===== src/rtl/color_scan_sequencer.sv =====
// Colour scan sequencer for a TCS3200-style sensor.
// Each frame steps the S2/S3 filter selects through red, blue, clear and green.
// For each filter it waits out a settle interval, counts synchronised rising
// edges of freq_in over a gate window, and keeps the count in a shadow register.
// When all four channels are done it classifies the dominant colour. The
// shadows, the colour code and a one-cycle sample_valid pulse are then
// published together on one edge.
//
// Output qualifier: sample_valid is a one-cycle strobe with no ready/backpressure.
// The four counts and color_code change only on the edge that raises
// sample_valid, and they hold their values until the next strobe.
module color_scan_sequencer #(
  parameter int SETTLE_CYCLES = 100000,
  parameter int GATE_CYCLES   = 12500000,
  parameter int CNT_W         = 25,
  parameter int CLEAR_MIN     = 1000,
  parameter int RED_MIN       = 1800,
  parameter int GREEN_MIN     = 2500,
  parameter int BLUE_MIN      = 1500
) (
  input  logic             clk,
  input  logic             rst_n,
  input  logic             enable,
  input  logic             freq_in,
  output logic             select2,
  output logic             select3,
  output logic [CNT_W-1:0] red_cnt,
  output logic [CNT_W-1:0] blue_cnt,
  output logic [CNT_W-1:0] clear_cnt,
  output logic [CNT_W-1:0] green_cnt,
  output logic [1:0]       color_code,
  output logic             sample_valid,
  output logic             busy,
  output logic [2:0]       dbg_state
);

  localparam int MAX_CYC = (SETTLE_CYCLES > GATE_CYCLES) ? SETTLE_CYCLES : GATE_CYCLES;
  localparam int TMR_W   = $clog2(MAX_CYC + 1);
  localparam logic [TMR_W-1:0] SETTLE_LAST = TMR_W'(SETTLE_CYCLES - 1);
  localparam logic [TMR_W-1:0] GATE_LAST   = TMR_W'(GATE_CYCLES - 1);
  localparam logic [CNT_W-1:0] CNT_MAX     = '1;
  // Thresholds are assumed to fit in CNT_W bits.
  localparam logic [CNT_W-1:0] CLEAR_TH = CNT_W'(CLEAR_MIN);
  localparam logic [CNT_W-1:0] RED_TH   = CNT_W'(RED_MIN);
  localparam logic [CNT_W-1:0] GREEN_TH = CNT_W'(GREEN_MIN);
  localparam logic [CNT_W-1:0] BLUE_TH  = CNT_W'(BLUE_MIN);

  typedef enum logic [2:0] {
    ST_IDLE     = 3'd0,
    ST_SETTLE   = 3'd1,
    ST_GATE     = 3'd2,
    ST_STORE    = 3'd3,
    ST_CLASSIFY = 3'd4
  } state_t;

  state_t           state_q, state_d;
  logic [1:0]       ch_q, ch_d;          // channel index; its bits are the filter selects
  logic [TMR_W-1:0] tmr_q, tmr_d;
  logic [CNT_W-1:0] edge_cnt_q, edge_cnt_d;
  logic [CNT_W-1:0] shadow_q [4];
  logic [CNT_W-1:0] shadow_d [4];
  logic [CNT_W-1:0] red_q, red_d, blue_q, blue_d, clear_q, clear_d, green_q, green_d;
  logic [1:0]       code_q, code_d, class_code;
  logic             sv_q, sv_d;
  logic             sync1_q, sync2_q, prev_q;
  logic             edge_det;

  // Two-flop synchroniser for the asynchronous sensor output, plus edge history.
  always_ff @(posedge clk) begin
    if (!rst_n) begin
      sync1_q <= 1'b0;
      sync2_q <= 1'b0;
      prev_q  <= 1'b0;
    end else begin
      sync1_q <= freq_in;
      sync2_q <= sync1_q;
      prev_q  <= sync2_q;
    end
  end

  assign edge_det = sync2_q & ~prev_q;

  // Classification from the shadows; a tie or a sub-threshold winner holds the old code.
  always_comb begin
    class_code = code_q;
    if (shadow_q[2] < CLEAR_TH) begin
      class_code = 2'd0;
    end else if ((shadow_q[0] > shadow_q[1]) && (shadow_q[0] > shadow_q[3])) begin
      if (shadow_q[0] >= RED_TH) class_code = 2'd1;
    end else if ((shadow_q[3] > shadow_q[0]) && (shadow_q[3] > shadow_q[1])) begin
      if (shadow_q[3] >= GREEN_TH) class_code = 2'd2;
    end else if ((shadow_q[1] > shadow_q[0]) && (shadow_q[1] > shadow_q[3])) begin
      if (shadow_q[1] >= BLUE_TH) class_code = 2'd3;
    end
  end

  // Next-state and datapath updates for the scan FSM.
  always_comb begin
    state_d    = state_q;
    ch_d       = ch_q;
    tmr_d      = tmr_q;
    edge_cnt_d = edge_cnt_q;
    shadow_d   = shadow_q;
    red_d      = red_q;
    blue_d     = blue_q;
    clear_d    = clear_q;
    green_d    = green_q;
    code_d     = code_q;
    sv_d       = 1'b0;
    case (state_q)
      ST_IDLE: begin
        if (enable) begin
          state_d = ST_SETTLE;
          ch_d    = 2'd0;
          tmr_d   = '0;
        end
      end
      ST_SETTLE: begin
        edge_cnt_d = '0;
        if (tmr_q == SETTLE_LAST) begin
          state_d = ST_GATE;
          tmr_d   = '0;
        end else begin
          tmr_d = tmr_q + 1'b1;
        end
      end
      ST_GATE: begin
        if (edge_det && (edge_cnt_q != CNT_MAX)) edge_cnt_d = edge_cnt_q + 1'b1;
        if (tmr_q == GATE_LAST) begin
          state_d = ST_STORE;
          tmr_d   = '0;
        end else begin
          tmr_d = tmr_q + 1'b1;
        end
      end
      ST_STORE: begin
        shadow_d[ch_q] = edge_cnt_q;
        if (ch_q != 2'd3) begin
          ch_d    = ch_q + 2'd1;
          state_d = ST_SETTLE;
        end else begin
          state_d = ST_CLASSIFY;
        end
      end
      ST_CLASSIFY: begin
        red_d   = shadow_q[0];
        blue_d  = shadow_q[1];
        clear_d = shadow_q[2];
        green_d = shadow_q[3];
        code_d  = class_code;
        sv_d    = 1'b1;
        ch_d    = 2'd0;
        tmr_d   = '0;
        state_d = enable ? ST_SETTLE : ST_IDLE;
      end
      default: state_d = ST_IDLE;
    endcase
  end

  // State, counters, shadows and published outputs.
  always_ff @(posedge clk) begin
    if (!rst_n) begin
      state_q    <= ST_IDLE;
      ch_q       <= 2'd0;
      tmr_q      <= '0;
      edge_cnt_q <= '0;
      shadow_q   <= '{default: '0};
      red_q      <= '0;
      blue_q     <= '0;
      clear_q    <= '0;
      green_q    <= '0;
      code_q     <= 2'd0;
      sv_q       <= 1'b0;
    end else begin
      state_q    <= state_d;
      ch_q       <= ch_d;
      tmr_q      <= tmr_d;
      edge_cnt_q <= edge_cnt_d;
      shadow_q   <= shadow_d;
      red_q      <= red_d;
      blue_q     <= blue_d;
      clear_q    <= clear_d;
      green_q    <= green_d;
      code_q     <= code_d;
      sv_q       <= sv_d;
    end
  end

  assign select2      = ch_q[1];
  assign select3      = ch_q[0];
  assign red_cnt      = red_q;
  assign blue_cnt     = blue_q;
  assign clear_cnt    = clear_q;
  assign green_cnt    = green_q;
  assign color_code   = code_q;
  assign sample_valid = sv_q;
  assign busy         = (state_q != ST_IDLE);
  assign dbg_state    = state_q;

endmodule


===== config.mk =====
export PLATFORM = sky130hd
export DESIGN_NAME = color_scan_sequencer
export DESIGN_NICKNAME = d
export VERILOG_FILES = /design/src/rtl/color_scan_sequencer.sv
export SDC_FILE = /design/constraint.sdc
export NUM_CORES = 1
export LEC_CHECK = 0
export CORE_ASPECT_RATIO = 2
export CORE_MARGIN = 2
export CORE_UTILIZATION = 40
export CTS_BUF_LIST = sky130_fd_sc_hd__clkbuf_2 sky130_fd_sc_hd__clkbuf_4 sky130_fd_sc_hd__clkbuf_8
export CTS_CLUSTER_SIZE = 8
export DETAILED_ROUTE_END_ITERATION = 8
export PLACE_DENSITY = 0.61
export SLEW_MARGIN = 25
export SYNTH_ARGS = -nofsm -noshare
export SYNTH_HDL_FRONTEND = slang
export SYNTH_SLANG_ARGS = --single-unit

===== constraint.sdc =====
create_clock -name clk -period 3.2 [get_ports clk]
set_input_delay 0.48 -clock clk [delete_from_list [all_inputs] [get_ports clk]]
set_output_delay 0.48 -clock clk [all_outputs]
set_load 0.05 [all_outputs]

==> out/metrics.cfg <==
[sta]
grt_setup_unrepaired=no
period_share_pct=84.3
clock_skew_ns=0.0303
setup_viol=0
hold_viol=0
slew_headroom_pct=42.5
tightest_slew_ns=0.860
fin_tns_setup_ns=0
report.final.slew_viol_count=0
post-route-min-period_ns=2.70
fmax_mhz=371

[clock_network]
h-tree-depth=2
cts.sinks=260
cts-root-buf=clkbuf_8
numCtsBuffers=40
clk_latency_ns=0.58
postCtsResizedCells=0
ctsLongestPathBuffers=3
cts.clk_slew.worst_paths_ns=0.07
post_cts_buffers=0
cts_tree=built
cts.hold.buffers_added=0

[worst_setup_path]
r2r-start=shadow_q[6]$_SDFFE_PN0P_
critPathMaxStageDelay_ns=0.63
critical_path.top_delay_family=compound AO/OA/AOI/OAI gates
path_class=flop to flop
worstPathArrival_ns=3.16
cp_max_fo=5
crit_chain=inv_1 > ha_1 > a211oi_1 > nor2_1 > a2111o_1 > a2111oi_2 > a41oi_1 > o211ai_1 > a21boi_1
cp.required_ns=3.66
critical_path.startpoint=shadow_q[6]$_SDFFE_PN0P_
crit_slowest_cell=a2111oi_2
worst-path-buf-inv=1
critPathLaunchType=flop
critPathCaptureType=flop

[placement]
hpwl_mm=25.3
place_area_um2=13700
gp_congestion=0.920
io_buffers=112

[pwr]
power.leakage_nw=5.00
power_mw=6.24
power_density_nw_per_um2=431
vdd_drop_max_v=0.000279

[finish]
layout_commonest_cell=nand2_1
nFillCells=3022
nNetsFinal=1681
drive_gt1_share_pct=6.46
final_cell_mix=nand2_1, dfxtp_1, a21boi_0
postLayoutCellArea_um2=14500
syn2layout_area_growth_pct=18.1
multiInputGateArea_um2=6450
regArea_um2=5200

[floorplan]
dieArea_um2=32100
die_w_um=128
initial_core_util_pct=40.6
die_h_um=252
core_um2=30200
num_io_pins=113
rows=90

[synthesis]
ys_warn_count=0
synthesis.area_um2=12300
synth-seq-area-share_pct=42.5
synth_top_area_share_pct=42.5
synth_area_leaders=dfxtp_1, nand2_1, a21boi_0
ys_seq_elements=260
ys_types=64
avgSynthCellArea_um2=8.15
synthesis.nets=1588
syn_inst=1503
synth_flop_cell=dfxtp_1
synth-edff-count=0
yosysTopAreaCell=dfxtp_1
async_flop_share_pct=0

[job]
maxCapViolations=0

[routing]
ant_nets=0
dr.pass1.iters=5
met2WireLength_mm=18.0
top_layer=met4
via_per_inst=5.23
wirelength_mm=35.0
drc=0
wl_per_cell_um=17.7
vias=10400
m1WireLength_mm=13.5
met3_length_mm=1.37
first_iter_violations=505

[grt]
grt_max_degree=90
gr-total-overflow=0
grt_pass1_vias=10400
antenna_found_initial=1
grt_first_pass_wirelength_mm=56.1
gr-usage-all-layers_pct=22.0

[hold_path]
worstHoldStart=rst_n
hold_path_class=input pin to flop

[outcome]
outcome=complete, no violations

## where the power goes
part	switching (mW)	internal, mW
clock network	1.28	1.40
logic	0.183	0.105
registers	0.0214	3.25
## cell families after synthesis
kind of cell | count (synthesis) | share of synthesized area, %
and+or+nand+nor | 660 | 23.6
buffers and inverters | 158 | 4.98
AOI/OAI and AO/OA | 302 | 17.6
xor gates and xnor gates | 40 | 2.86
adders and majority gates | 82 | 8.36
DFF | 260 | 42.5
muxes | 1 | 0.0817
## cells in the mapped netlist (2+ instances only)
| cell | number |
|---|---|
| a2111oi_0 | 2 |
| a211oi_1 | 5 |
| a21boi_0 | 200 |
| a21boi_1 | 2 |
| a21o_1 | 4 |
| a21oi_1 | 38 |
| a221oi_1 | 2 |
| a31oi_1 | 3 |
| a41oi_1 | 2 |
| and2_1 | 10 |
| and3_1 | 9 |
| and4_1 | 6 |
| and4b_1 | 4 |
| buf_2 | 6 |
| buf_4 | 2 |
| clkbuf_1 | 81 |
| clkbuf_2 | 2 |
| dfxtp_1 | 260 |
| ha_1 | 81 |
| inv_1 | 66 |
| nand2_1 | 438 |
| nand2b_1 | 2 |
| nand3_1 | 25 |
| nand4_1 | 36 |
| nor2_1 | 71 |
| nor2b_1 | 2 |
| nor3_1 | 11 |
| nor3b_1 | 2 |
| nor4_1 | 18 |
| nor4b_1 | 3 |
| o2111ai_1 | 2 |
| o21ai_0 | 24 |
| o21ai_1 | 3 |
| o21ai_2 | 2 |
| or2_1 | 2 |
| or3_1 | 7 |
| or4_1 | 4 |
| or4_4 | 2 |
| xnor2_1 | 25 |
| xor2_1 | 15 |
## sequential cells by signal (all words and copies together), names as in the netlist
register / count
blue_cnt: 25
ch_q: 2
clear_cnt: 25
color_code: 2
dbg_state: 3
edge_cnt_q: 25
green_cnt: 25
prev_q: 1
red_cnt: 25
sample_valid: 1
shadow_q: 100
sync1_q: 1
sync2_q: 1
tmr_q: 24
## final timing paths
kind / endpoint / slack [ns] / cells after the start
worst min register to register: sync2_q$_SDFF_PN0_ / 0.43 / 1
worst max register to register: color_code[0]$_SDFFE_PN0P_ / 0.50 / 9
worst max-delay path: color_code[0]$_SDFFE_PN0P_ / 0.50 / 9
worst min-delay path: shadow_q[73]$_SDFFE_PN0P_ / 0.31 / 2
## through the flow
| stage | instances | setup slack (ns) | hold WS [ns] | util (%) |
|---|---|---|---|---|
| floorplan | 1503 | 0.725 | 0.412 | - |
| global placement | 1922 | 0.596 | 0.415 | 45.6 |
| detailed placement | 1922 | 0.529 | 0.422 | 45.6 |
| CTS | 1979 | 0.521 | 0.269 | 48.0 |
| global route | 1980 | 0.364 | 0.305 | 48.0 |
| finish | 1980 | 0.502 | 0.307 | 48.0 |
## area by class of cell
type	count	area share, %
Inverter	66	1.71
Sequential cell	260	36.0
Timing Repair Buffer	143	9.60
Clock buffer	55	4.88
Clock inverter	2	0.104
Multi-Input combinational cell	1085	44.5
Tap cell	368	3.18
Antenna cell	1	0.0173
## metal layers
layer  vias up  track usage [%]
li1       5220                -
met1      4813             24.0
met2       225             39.7
met3        99             3.22
met4         0             12.8
met5         -                0
No activity file was read; power rests on OpenSTA's default activity.
